## config.mk

```make
export PLATFORM = sky130hd
export DESIGN_NAME = lz77_job_ctrl
export DESIGN_NICKNAME = d
export VERILOG_FILES = /design/src/rtl/lz77_job_ctrl_pkg.sv /design/src/rtl/lz77_tok_fifo.sv /design/src/rtl/lz77_job_ctrl.sv
export SDC_FILE = /design/constraint.sdc
export NUM_CORES = 1
export LEC_CHECK = 0
export CORE_ASPECT_RATIO = 2
export CORE_MARGIN = 2
export CORE_UTILIZATION = 35
export CTS_CLUSTER_DIAMETER = 120
export DETAILED_ROUTE_END_ITERATION = 8
export GPL_TIMING_DRIVEN = 0
export PLACE_DENSITY_LB_ADDON = 0.15
export REMOVE_ABC_BUFFERS = 1
export SYNTH_ARGS = -nofsm -noshare
export SYNTH_HDL_FRONTEND = slang
export SYNTH_SLANG_ARGS = --single-unit
```

## constraint.sdc

```tcl
create_clock -name clk -period 7.2 [get_ports clk]
set_input_delay 1.08 -clock clk [delete_from_list [all_inputs] [get_ports clk]]
set_output_delay 1.08 -clock clk [all_outputs]
set_load 0.005 [all_outputs]
```

## src/rtl/lz77_job_ctrl_pkg.sv

```systemverilog
// Shared types and constants for the LZ77 encoder job controller.
package lz77_job_ctrl_pkg;

  localparam int unsigned OFF_W       = 4;
  localparam int unsigned LEN_W       = 3;
  localparam int unsigned CHR_W       = 8;
  localparam int unsigned TOK_W       = OFF_W + LEN_W + CHR_W;
  localparam int unsigned CNT_W       = 12;
  localparam int unsigned N_CHARS_DEF = 2048;
  localparam logic [CHR_W-1:0] TERM_CHAR = 8'h24;

  typedef enum logic [2:0] {
    ST_IDLE,
    ST_ENC_RST,
    ST_LOAD,
    ST_RUN,
    ST_DRAIN,
    ST_DONE
  } state_e;

  typedef struct packed {
    logic [OFF_W-1:0] offset;
    logic [LEN_W-1:0] match_len;
    logic [CHR_W-1:0] char_nxt;
  } tok_t;

  // Two-source round-robin: on a tie the source not granted last time wins.
  function automatic logic rr_pick(input logic [1:0] req, input logic last);
    if (req == 2'b11) return ~last;
    return req[1];
  endfunction

endpackage

```

## src/rtl/lz77_tok_fifo.sv

```systemverilog
// Synchronous token FIFO; push while full is accepted only when a pop frees a slot.
module lz77_tok_fifo
  import lz77_job_ctrl_pkg::*;
#(
  parameter int unsigned DEPTH = 4
) (
  input  logic clk,
  input  logic reset,
  input  logic push_i,
  input  logic pop_i,
  input  tok_t wdata_i,
  output tok_t rdata_o,
  output logic full_o,
  output logic empty_o,
  output logic one_left_o
);

  localparam int unsigned AW = (DEPTH > 1) ? $clog2(DEPTH) : 1;
  localparam int unsigned CW = AW + 1;

  tok_t          mem_q [DEPTH];
  logic [AW-1:0] wr_ptr_q;
  logic [AW-1:0] rd_ptr_q;
  logic [CW-1:0] count_q;
  logic          do_push;
  logic          do_pop;

  assign full_o     = (count_q == CW'(DEPTH));
  assign empty_o    = (count_q == '0);
  assign one_left_o = (count_q == CW'(1));
  assign do_pop     = pop_i & ~empty_o;
  assign do_push    = push_i & (~full_o | do_pop);
  assign rdata_o    = mem_q[rd_ptr_q];

  always_ff @(posedge clk or posedge reset) begin
    if (reset) begin
      wr_ptr_q <= '0;
      rd_ptr_q <= '0;
      count_q  <= '0;
      for (int i = 0; i < int'(DEPTH); i++) mem_q[i] <= '0;
    end else begin
      if (do_push) begin
        mem_q[wr_ptr_q] <= wdata_i;
        wr_ptr_q        <= wr_ptr_q + AW'(1);
      end
      if (do_pop) rd_ptr_q <= rd_ptr_q + AW'(1);
      case ({do_push, do_pop})
        2'b10:   count_q <= count_q + CW'(1);
        2'b01:   count_q <= count_q - CW'(1);
        default: count_q <= count_q;
      endcase
    end
  end

endmodule

```

## src/rtl/lz77_job_ctrl.sv

```systemverilog
// Arbitrates two character sources onto one LZ77 encoder and buffers its tokens.
module lz77_job_ctrl
  import lz77_job_ctrl_pkg::*;
#(
  parameter int unsigned N_CHARS    = N_CHARS_DEF,
  parameter int unsigned FIFO_DEPTH = 4
) (
  input  logic             clk,
  input  logic             reset,
  input  logic [1:0]       src_req,
  input  logic [CHR_W-1:0] src_data0,
  input  logic [CHR_W-1:0] src_data1,
  input  logic [1:0]       src_valid,
  output logic [1:0]       src_ready,
  output logic [1:0]       grant,
  output logic             enc_reset,
  output logic [CHR_W-1:0] enc_chardata,
  input  logic             enc_valid,
  input  logic [OFF_W-1:0] enc_offset,
  input  logic [LEN_W-1:0] enc_match_len,
  input  logic [CHR_W-1:0] enc_char_nxt,
  input  logic             enc_finish,
  output logic             tok_valid,
  input  logic             tok_ready,
  output logic [TOK_W-1:0] tok_data,
  output logic             tok_src,
  output logic             done,
  output logic             err_underrun,
  output logic             err_overflow
);

  state_e           state_q, state_d;
  logic [1:0]       grant_q, grant_d;
  logic             last_q, last_d;
  logic             src_q, src_d;
  logic [CNT_W-1:0] cnt_q, cnt_d;
  logic             enc_rst_q, enc_rst_d;
  logic             done_q, done_d;
  logic             under_q, under_d;
  logic             over_q, over_d;

  logic             pick;
  logic             in_load;
  logic             cur_valid;
  logic [CHR_W-1:0] cur_data;
  logic             push;
  logic             pop;
  logic             fifo_full;
  logic             fifo_empty;
  logic             fifo_one;
  tok_t             push_tok;
  tok_t             head_tok;

  assign pick      = rr_pick(src_req, last_q);
  assign in_load   = (state_q == ST_LOAD);
  assign cur_valid = src_q ? src_valid[1] : src_valid[0];
  assign cur_data  = src_q ? src_data1 : src_data0;

  // Encoder cannot stall: a missing character is replaced by zero.
  assign src_ready    = in_load ? grant_q : 2'b00;
  assign enc_chardata = (in_load && cur_valid) ? cur_data : '0;

  assign push      = (state_q == ST_RUN) && enc_valid;
  assign pop       = tok_valid && tok_ready;
  assign push_tok  = {enc_offset, enc_match_len, enc_char_nxt};
  assign tok_valid = ~fifo_empty;
  assign tok_data  = head_tok;

  assign grant        = grant_q;
  assign enc_reset    = enc_rst_q;
  assign tok_src      = src_q;
  assign done         = done_q;
  assign err_underrun = under_q;
  assign err_overflow = over_q;

  always_ff @(posedge clk or posedge reset) begin
    if (reset) begin
      state_q   <= ST_IDLE;
      grant_q   <= '0;
      last_q    <= 1'b1;
      src_q     <= 1'b0;
      cnt_q     <= '0;
      enc_rst_q <= 1'b1;
      done_q    <= 1'b0;
      under_q   <= 1'b0;
      over_q    <= 1'b0;
    end else begin
      state_q   <= state_d;
      grant_q   <= grant_d;
      last_q    <= last_d;
      src_q     <= src_d;
      cnt_q     <= cnt_d;
      enc_rst_q <= enc_rst_d;
      done_q    <= done_d;
      under_q   <= under_d;
      over_q    <= over_d;
    end
  end

  always_comb begin
    state_d = state_q;
    grant_d = grant_q;
    last_d  = last_q;
    src_d   = src_q;
    cnt_d   = cnt_q;
    under_d = under_q;
    over_d  = over_q;

    case (state_q)
      ST_IDLE: begin
        if (src_req != 2'b00) begin
          grant_d = pick ? 2'b10 : 2'b01;
          src_d   = pick;
          last_d  = pick;
          state_d = ST_ENC_RST;
        end
      end
      ST_ENC_RST: begin
        under_d = 1'b0;
        over_d  = 1'b0;
        cnt_d   = '0;
        state_d = ST_LOAD;
      end
      ST_LOAD: begin
        if (!cur_valid) under_d = 1'b1;
        cnt_d = cnt_q + CNT_W'(1);
        if (cnt_q == CNT_W'(N_CHARS - 1)) state_d = ST_RUN;
      end
      ST_RUN: begin
        if (enc_valid && fifo_full && !pop) over_d = 1'b1;
        if (enc_finish) state_d = ST_DRAIN;
      end
      ST_DRAIN: begin
        if (fifo_empty || (fifo_one && pop)) state_d = ST_DONE;
      end
      ST_DONE: begin
        grant_d = '0;
        state_d = ST_IDLE;
      end
      default: state_d = ST_IDLE;
    endcase

    enc_rst_d = (state_d == ST_ENC_RST);
    done_d    = (state_d == ST_DONE);
  end

  lz77_tok_fifo #(
    .DEPTH(FIFO_DEPTH)
  ) u_fifo (
    .clk       (clk),
    .reset     (reset),
    .push_i    (push),
    .pop_i     (pop),
    .wdata_i   (push_tok),
    .rdata_o   (head_tok),
    .full_o    (fifo_full),
    .empty_o   (fifo_empty),
    .one_left_o(fifo_one)
  );

endmodule

```

==> summary.log, run 1 <==
qor: hold_path.holdCritPathClass register to register
qor: clock_network.holdBufCountCts 0
qor: logic_synthesis.postSynthCellCount 318
qor: grt.grt_start_max_net_pins 63
qor: detailed_routing.wl 9.685 mm
qor: sta.hold_violations 0
qor: grt.vias_in_the_first_global_route 3127
qor: final_layout.final_cell_area 5670 µm²
qor: floorplanning.die-height 165.6 µm
qor: floorplanning.top_ports 73
qor: power.max-vdd-ir-drop 0.1882 mV
qor: logic_synthesis.post-synth-top-area-cell sky130_fd_sc_hd__dfrtp_1
qor: detailed_routing.firstDrtPassIters 4
qor: sta.tightest_slew 1162 ps
qor: detailed_routing.avgViaCountPerCell 5.142
qor: sta.setup_viol_count_final 0
qor: detailed_routing.routed-via-count 2782
qor: grt.track_usage 14.72%
qor: final_layout.num_antenna_cells 0
qor: logic_synthesis.number_of_flops_mapped_to_enable_cells_by_yosys 0
qor: logic_synthesis.synthesis.area_per_instance 14.37 µm²
qor: placement.placement.io_buffers 72
qor: grt.antenna_found_initial 0
qor: placement.dp.final_hpwl 6.469 mm
qor: floorplanning.design.core.area 12840 µm²
qor: sta.slew-limit-headroom 22.56%
qor: clock_network.clock_tree.root_cell sky130_fd_sc_hd__clkbuf_16
qor: logic_synthesis.yosysWarningCount 0
qor: sta.fmax 0.2611 GHz
qor: worst_setup_path.worst_setup_path_end_kind output port
qor: clock_network.ctsHtreeMaxLevel 3
qor: placement.placement.cell_area 5346 µm²
qor: sta.timing.final.crit_period 3831 ps
qor: worst_setup_path.data_arrival_time_of_the_critical_path 2750 ps
qor: logic_synthesis.ys_seq_area_share 49.34%
qor: floorplanning.initial_cell_density_of_the_core 35.57%
qor: logic_synthesis.async_sr_flop_fraction 100.0%
qor: detailed_routing.dr.first_iter.drc_count 139
qor: final_layout.fraction_of_layout_instances_using_a_drive_strength_above_1 26.48%
qor: detailed_routing.postRouteAntennaNets 0
qor: worst_setup_path.critPathSlowestCell sky130_fd_sc_hd__nor3b_2
qor: detailed_routing.wl_per_cell 17.90 µm
qor: grt.grt_first_pass_wirelength 16.19 mm
qor: clock_network.clk_transition_reported_paths 70 ps
qor: detailed_routing.route.detailed.drc 0
qor: worst_setup_path.max_stage_delay 800 ps
qor: logic_synthesis.synth_top_area_share 48.19%
qor: logic_synthesis.total_of_flip_flops_plus_latches_after_synthesis 90
qor: clock_network.clk_path_buf_depth 2
qor: sta.finalMaxSlewViolations 0
qor: logic_synthesis.yosys.cell_types.count 45
qor: floorplanning.floorplan_die_area 14040 µm²
qor: clock_network.tritoncts.num_buffers 9
qor: sta.post-route-period-util 53.20%
qor: grt.global_route.overflow_total 0
qor: clock_network.cts_tree built
qor: clock_network.cts_post_setup_buffers_inserted 0
qor: floorplanning.die_width 84.80 µm
qor: worst_setup_path.critPathTopFamily simple AND/OR/NAND/NOR gates
qor: worst_setup_path.cp_data_required_time 6120 ps
qor: status.run_status finished, final reports clean
qor: sta.total_neg_setup_slack 0 ps
qor: logic_synthesis.netlist_area 4569 µm²
qor: sta.clock_skew 5.873 ps
qor: logic_synthesis.synth.area.top_cells sky130_fd_sc_hd__dfrtp_1 48%, sky130_fd_sc_hd__mux2_4 13%, sky130_fd_sc_hd__mux4_2 7.4%, sky130_fd_sc_hd__mux2_2 4.9%, sky130_fd_sc_hd__mux2i_1 3.1%
qor: final_layout.layout.nets 435
qor: clock_network.cts_repair_resize_count 0
qor: sta.grt_setup_unrepaired false
qor: job.drv.max_cap_violation_count 0
qor: power.pwr_density_cell 425.8 nW/µm²
qor: worst_setup_path.worst_setup_path_class register to output port
qor: floorplanning.floorplan.rows 59
qor: power.total_leakage_power 2.567 nW
qor: worst_setup_path.cp_cell_sequence nor3b_2 > nand2b_1 > nor2_1 > clkdlybuf4s50_1
qor: worst_setup_path.worstPathBufferInverterCount 1
qor: placement.final_weighted_congestion_in_routability_driven_placement 0.7488
qor: logic_synthesis.yosys_most_used_dff sky130_fd_sc_hd__dfrtp_1
qor: final_layout.layout.core_utilization 44.15%
qor: clock_network.numClockSinks 90
qor: final_layout.growth_of_design_area_from_synthesis_to_finish 24.10%
qor: worst_setup_path.worst_path_max_fanout 15
qor: worst_setup_path.cp-start-kind register
qor: power.totalPowerFinal 2.415 mW
qor: clock_network.worstSkewPairLatency 340 ps
==> logic make-up after synthesis <==
family                   Yosys count  share of synthesized area [%]
AND/OR/NAND/NOR                   67                          9.693
XOR/XNOR                           6                          1.150
AO/OA/AOI/OAI                     30                          4.217
flip-flops                        90                          49.34
multiplexers                      89                          28.53
adder cells (fa/ha/maj)           10                          2.738
buffers and inverters             26                          4.326
==> power by group <==
| group | internal, mW | switching [mW] |
|---|---|---|
| Sequential | 0.725 | 0.211 |
| Clock | 0.314 | 0.202 |
| Combinational | 0.639 | 0.324 |
| Total | 1.68 | 0.737 |
==> sequential cells by signal, indices dropped and copies added (netlist names), 2 cells and up <==
name,count
cnt_q,12
grant,2
state_q,3
u_fifo.count_q,3
u_fifo.mem_q,60
u_fifo.rd_ptr_q,2
u_fifo.wr_ptr_q,2
==> path summary, 6_finish.rpt <==
| check | endpoint | depth (start not counted) | slack [ps] | start |
|---|---|---|---|---|
| max reg2reg | cnt_q[4] | 4 | 5080 | state_q[1] |
| min | cnt_q[11] | 1 | 480 | cnt_q[11] |
| min reg2reg | cnt_q[11] | 1 | 480 | cnt_q[11] |
| max | enc_chardata[7] | 4 | 3370 | state_q[1] |
| max in group asynchronous | u_fifo.mem_q[0] | 3 | 5490 | reset |
| min in group asynchronous | cnt_q[3] | 2 | 1100 | reset |
==> final cells by class <==
type / instances / area (µm²)
clock buffer: 10 / 239.0
clock inverter: 5 / 85.08
fill: 1176 / 7174
inverter: 9 / 36.28
multi-input combinational: 202 / 2117
sequential: 90 / 2255
tap: 152 / 190.2
timing repair buffer: 73 / 748.2
==> layer usage <==
metal | up-vias | share of wire (%) | global-route usage (%)
met5 | - | 0 | 0
met4 | 0 | 1.7 | 5.556
met3 | 13 | 2.9 | 2.833
met2 | 60 | 52 | 25.02
met1 | 1431 | 44 | 18.50
li1 | 1278 | - | -
==> per-stage QoR <==
stage	hold slack (ps)	std cells	setup slack [ps]
global placement	463.1	525	2475
global route	514.5	541	3087
floorplan	445.4	301	3788
detailed placement	479.3	526	3481
finish	483.0	541	3369
CTS	491.0	541	3337
==> cell usage in the layout, fill, tap and decap left out, types with 2 or more instances in the layout <==
master,netlist,final
sky130_fd_sc_hd__o41ai_1,2,2
sky130_fd_sc_hd__nand4_1,4,4
sky130_fd_sc_hd__clkdlybuf4s50_1,0,72
sky130_fd_sc_hd__clkbuf_16,0,9
sky130_fd_sc_hd__nor2_1,15,15
sky130_fd_sc_hd__nand2_8,4,4
sky130_fd_sc_hd__o21ai_0,14,14
sky130_fd_sc_hd__nand2b_1,3,3
sky130_fd_sc_hd__a21oi_1,5,5
sky130_fd_sc_hd__xnor2_1,4,4
sky130_fd_sc_hd__nand2_1,17,17
sky130_fd_sc_hd__mux4_2,15,15
sky130_fd_sc_hd__mux2_4,40,40
sky130_fd_sc_hd__nand3_1,4,4
sky130_fd_sc_hd__dfrtp_1,88,88
sky130_fd_sc_hd__bufinv_16,0,2
sky130_fd_sc_hd__inv_6,0,2
sky130_fd_sc_hd__and2_1,4,4
sky130_fd_sc_hd__mux2i_1,14,14
sky130_fd_sc_hd__and3_1,4,4
sky130_fd_sc_hd__mux2_2,20,20
sky130_fd_sc_hd__inv_1,9,8
sky130_fd_sc_hd__a31oi_1,2,2
sky130_fd_sc_hd__xor2_1,2,2
sky130_fd_sc_hd__dfstp_2,2,2
sky130_fd_sc_hd__ha_1,10,10
sky130_fd_sc_hd__and4_1,2,2
==> Yosys cell counts, types with 2 or more instances <==
| cell | n |
|---|---|
| sky130_fd_sc_hd__inv_1 | 9 |
| sky130_fd_sc_hd__mux2_4 | 40 |
| sky130_fd_sc_hd__o41ai_1 | 2 |
| sky130_fd_sc_hd__nand2b_1 | 3 |
| sky130_fd_sc_hd__a21oi_1 | 5 |
| sky130_fd_sc_hd__and3_1 | 4 |
| sky130_fd_sc_hd__nand2_1 | 17 |
| sky130_fd_sc_hd__nand4_1 | 4 |
| sky130_fd_sc_hd__buf_12 | 5 |
| sky130_fd_sc_hd__o21ai_0 | 14 |
| sky130_fd_sc_hd__and4_1 | 2 |
| sky130_fd_sc_hd__buf_2 | 3 |
| sky130_fd_sc_hd__dfrtp_1 | 88 |
| sky130_fd_sc_hd__nor2_1 | 15 |
| sky130_fd_sc_hd__mux4_2 | 15 |
| sky130_fd_sc_hd__nand3_1 | 4 |
| sky130_fd_sc_hd__nand2_8 | 4 |
| sky130_fd_sc_hd__mux2i_1 | 14 |
| sky130_fd_sc_hd__a31oi_1 | 2 |
| sky130_fd_sc_hd__xnor2_1 | 4 |
| sky130_fd_sc_hd__dfstp_2 | 2 |
| sky130_fd_sc_hd__mux2_2 | 20 |
| sky130_fd_sc_hd__and2_1 | 4 |
| sky130_fd_sc_hd__ha_1 | 10 |
| sky130_fd_sc_hd__xor2_1 | 2 |
| sky130_fd_sc_hd__clkbuf_1 | 6 |
| sky130_fd_sc_hd__buf_4 | 2 |
Note: power is estimated with default switching activity, not from simulation.
==> inputs of run 2 (changes only) <==
==> constraint.sdc (replaced) <==
create_clock -name clk -period 3.4 [get_ports clk]
set_input_delay 0.51 -clock clk [delete_from_list [all_inputs] [get_ports clk]]
set_output_delay 0.51 -clock clk [all_outputs]
set_load 0.005 [all_outputs]
==> summary.log, run 2 (same netlist as run 1, synthesis figures left out) <==
qor: worst_setup_path.worst_path_max_fanout 17 [+2]
qor: sta.setup_viol_count_final 0 [unchanged]
qor: clock_network.cts_repair_resize_count 0 [unchanged]
qor: detailed_routing.firstDrtPassIters 4 [unchanged]
qor: final_layout.growth_of_design_area_from_synthesis_to_finish 24.23%
qor: clock_network.holdBufCountCts 0 [unchanged]
qor: power.pwr_density_cell 903.0 nW/µm² [+110%]
qor: grt.track_usage 14.72% [unchanged]
qor: sta.slew-limit-headroom 23.03% [+0.47 points]
qor: floorplanning.design.core.area 12840 µm² [unchanged]
qor: final_layout.num_antenna_cells 0 [unchanged]
qor: clock_network.cts_tree built
qor: grt.antenna_found_initial 0 [unchanged]
qor: detailed_routing.route.detailed.drc 0 [unchanged]
qor: detailed_routing.wl_per_cell 17.94 µm [+0.22%]
qor: worst_setup_path.cp-start-kind register
qor: sta.finalMaxSlewViolations 0 [unchanged]
qor: grt.grt_first_pass_wirelength 16.19 mm [unchanged]
qor: floorplanning.floorplan.rows 59 [unchanged]
qor: worst_setup_path.cp_cell_sequence mux4_2 > clkdlybuf4s50_1
qor: placement.placement.io_buffers 72 [unchanged]
qor: sta.post-route-period-util 89.95%
qor: clock_network.cts_post_setup_buffers_inserted 0 [unchanged]
qor: floorplanning.initial_cell_density_of_the_core 35.57% [unchanged]
qor: final_layout.largestRegisters u_fifo.mem_q x60, cnt_q x12
qor: worst_setup_path.max_stage_delay 1110 ps [+310 ps]
qor: sta.timing.final.crit_period 3058 ps
qor: floorplanning.die_width 84.80 µm [unchanged]
qor: clock_network.tritoncts.num_buffers 9 [unchanged]
qor: detailed_routing.wl 9.706 mm [+0.22%]
qor: status.run_status finished, final reports clean
qor: power.max-vdd-ir-drop 0.3985 mV [+110%]
qor: detailed_routing.avgViaCountPerCell 5.150 [+0.14%]
qor: clock_network.clk_path_buf_depth 2 [unchanged]
qor: worst_setup_path.data_arrival_time_of_the_critical_path 2550 ps [-200 ps]
qor: sta.grt_setup_unrepaired false
qor: placement.final_weighted_congestion_in_routability_driven_placement 0.7488 [unchanged]
qor: placement.dp_slack 474.2 ps [-3007 ps]
qor: final_layout.largest_register u_fifo.mem_q
qor: sta.hold_violations 0 [unchanged]
qor: worst_setup_path.worst_setup_path_class register to output port
qor: grt.vias_in_the_first_global_route 3127 [unchanged]
qor: clock_network.worstSkewPairLatency 340 ps [about the same]
qor: sta.fmax 0.3270 GHz
qor: job.drv.max_cap_violation_count 0 [unchanged]
qor: hold_path.holdCritPathClass register to register
qor: worst_setup_path.cp_data_required_time 2890 ps [-3230 ps]
qor: detailed_routing.routed-via-count 2786 [+0.14%]
qor: power.total_leakage_power 2.568 nW [about the same]
qor: floorplanning.top_ports 73 [unchanged]
qor: clock_network.clk_transition_reported_paths 70 ps [about the same]
qor: final_layout.fraction_of_layout_instances_using_a_drive_strength_above_1 26.48% [unchanged]
qor: grt.grt_start_max_net_pins 63 [unchanged]
qor: placement.placedCellCount 526 [unchanged]
qor: clock_network.numClockSinks 90 [unchanged]
qor: sta.fin_hold_ws 482.7 ps [-0.2750 ps]
qor: power.totalPowerFinal 5.126 mW [+110%]
qor: sta.timing.final.ws_setup 341.8 ps [-3028 ps]
qor: sta.clock_skew 5.820 ps [-0.05348 ps]
qor: worst_setup_path.worst_setup_path_end_kind output port
qor: floorplanning.die-height 165.6 µm [unchanged]
qor: sta.tightest_slew 1155 ps [-7.018 ps]
qor: placement.dp.final_hpwl 6.469 mm [unchanged]
qor: clock_network.ctsHtreeMaxLevel 3 [unchanged]
qor: final_layout.highest_count_cells_in_the_layout_ignoring_fill_and_taps 88 x sky130_fd_sc_hd__dfrtp_1, 72 x sky130_fd_sc_hd__clkdlybuf4s50_1, 40 x sky130_fd_sc_hd__mux2_4
qor: floorplanning.floorplan_die_area 14040 µm² [unchanged]
qor: worst_setup_path.critPathSlowestCell sky130_fd_sc_hd__dfrtp_1
qor: detailed_routing.dr.first_iter.drc_count 148 [+6.5%]
qor: final_layout.layout_commonest_cell sky130_fd_sc_hd__dfrtp_1
qor: detailed_routing.postRouteAntennaNets 0 [unchanged]
qor: final_layout.final_cell_count_no_fill 541 [unchanged]
qor: final_layout.layout.nets 435 [unchanged]
qor: final_layout.largest_reg_flops 60 [unchanged]
qor: grt.global_route.overflow_total 0 [unchanged]
qor: clock_network.clock_tree.root_cell sky130_fd_sc_hd__clkbuf_16
## run 2: metrics by stage
step / setup TNS, ps / utilization [%] / cell area [µm²]
global route: 0 / 44.19 / 5677
detailed placement: 0 / 41.62 / 5346
floorplan: 0 / - / 4405
finish: 0 / 44.19 / 5677
CTS: 0 / 44.15 / 5670
global placement: -65960 / 41.39 / 5316
## run 2: where the power goes
part | total [mW] | internal [mW] | switching [mW]
sequential | 1.99 | 1.53 | 0.451
clock | 1.09 | 0.665 | 0.427
combinational | 2.05 | 1.36 | 0.689
total | 5.13 | 3.56 | 1.57
## run 2: routing by layer
layer / vias up / routed length (µm) / GRT usage, %
li1: 1278 / - / -
met1: 1442 / 4223 / 18.50
met2: 53 / 5048 / 25.02
met3: 13 / 264 / 2.833
met4: 0 / 170 / 5.556
met5: - / 0 / 0
## run 2: cell type report
type | count | area (µm²)
fillers | 1175 | 7168
inverters | 9 | 36.28
well taps | 152 | 190.2
repair buffers | 73 | 748.2
multi-input cells | 202 | 2123
flip-flops and latches | 90 | 2255
clock buffers | 10 | 239.0
clock inverters | 5 | 85.08
## run 2: worst paths after layout
path | to | cells past startpoint | slack [ps] | startpoint
worst max-delay path | tok_data[11] | 2 | 340 | u_fifo.rd_ptr_q[0]
worst min-delay path | cnt_q[11] | 1 | 480 | cnt_q[11]
min in group asynchronous | cnt_q[3] | 2 | 520 | reset
max in group asynchronous | u_fifo.mem_q[0] | 3 | 2260 | reset
worst max register to register | u_fifo.count_q[2] | 6 | 1370 | state_q[2]
worst min register to register | cnt_q[11] | 1 | 480 | cnt_q[11]
## run 2: worst max-delay path: cells and delay by family (launching register included)
kind     cells  cell delay [ps]
buf+inv      1              470
mux          1              630
flops        1             1110
==> inputs of run 3 (changes only) <==
--- a/config.mk
+++ b/config.mk
@@ -13,6 +13,7 @@
 export GPL_TIMING_DRIVEN = 0
 export PLACE_DENSITY_LB_ADDON = 0.15
 export REMOVE_ABC_BUFFERS = 1
+export SKIP_CTS_REPAIR_TIMING = 1
 export SYNTH_ARGS = -nofsm -noshare
 export SYNTH_HDL_FRONTEND = slang
 export SYNTH_SLANG_ARGS = --single-unit
==> results of run 3 <==
The final DEF is identical to that of run 2; final timing and power are the same.
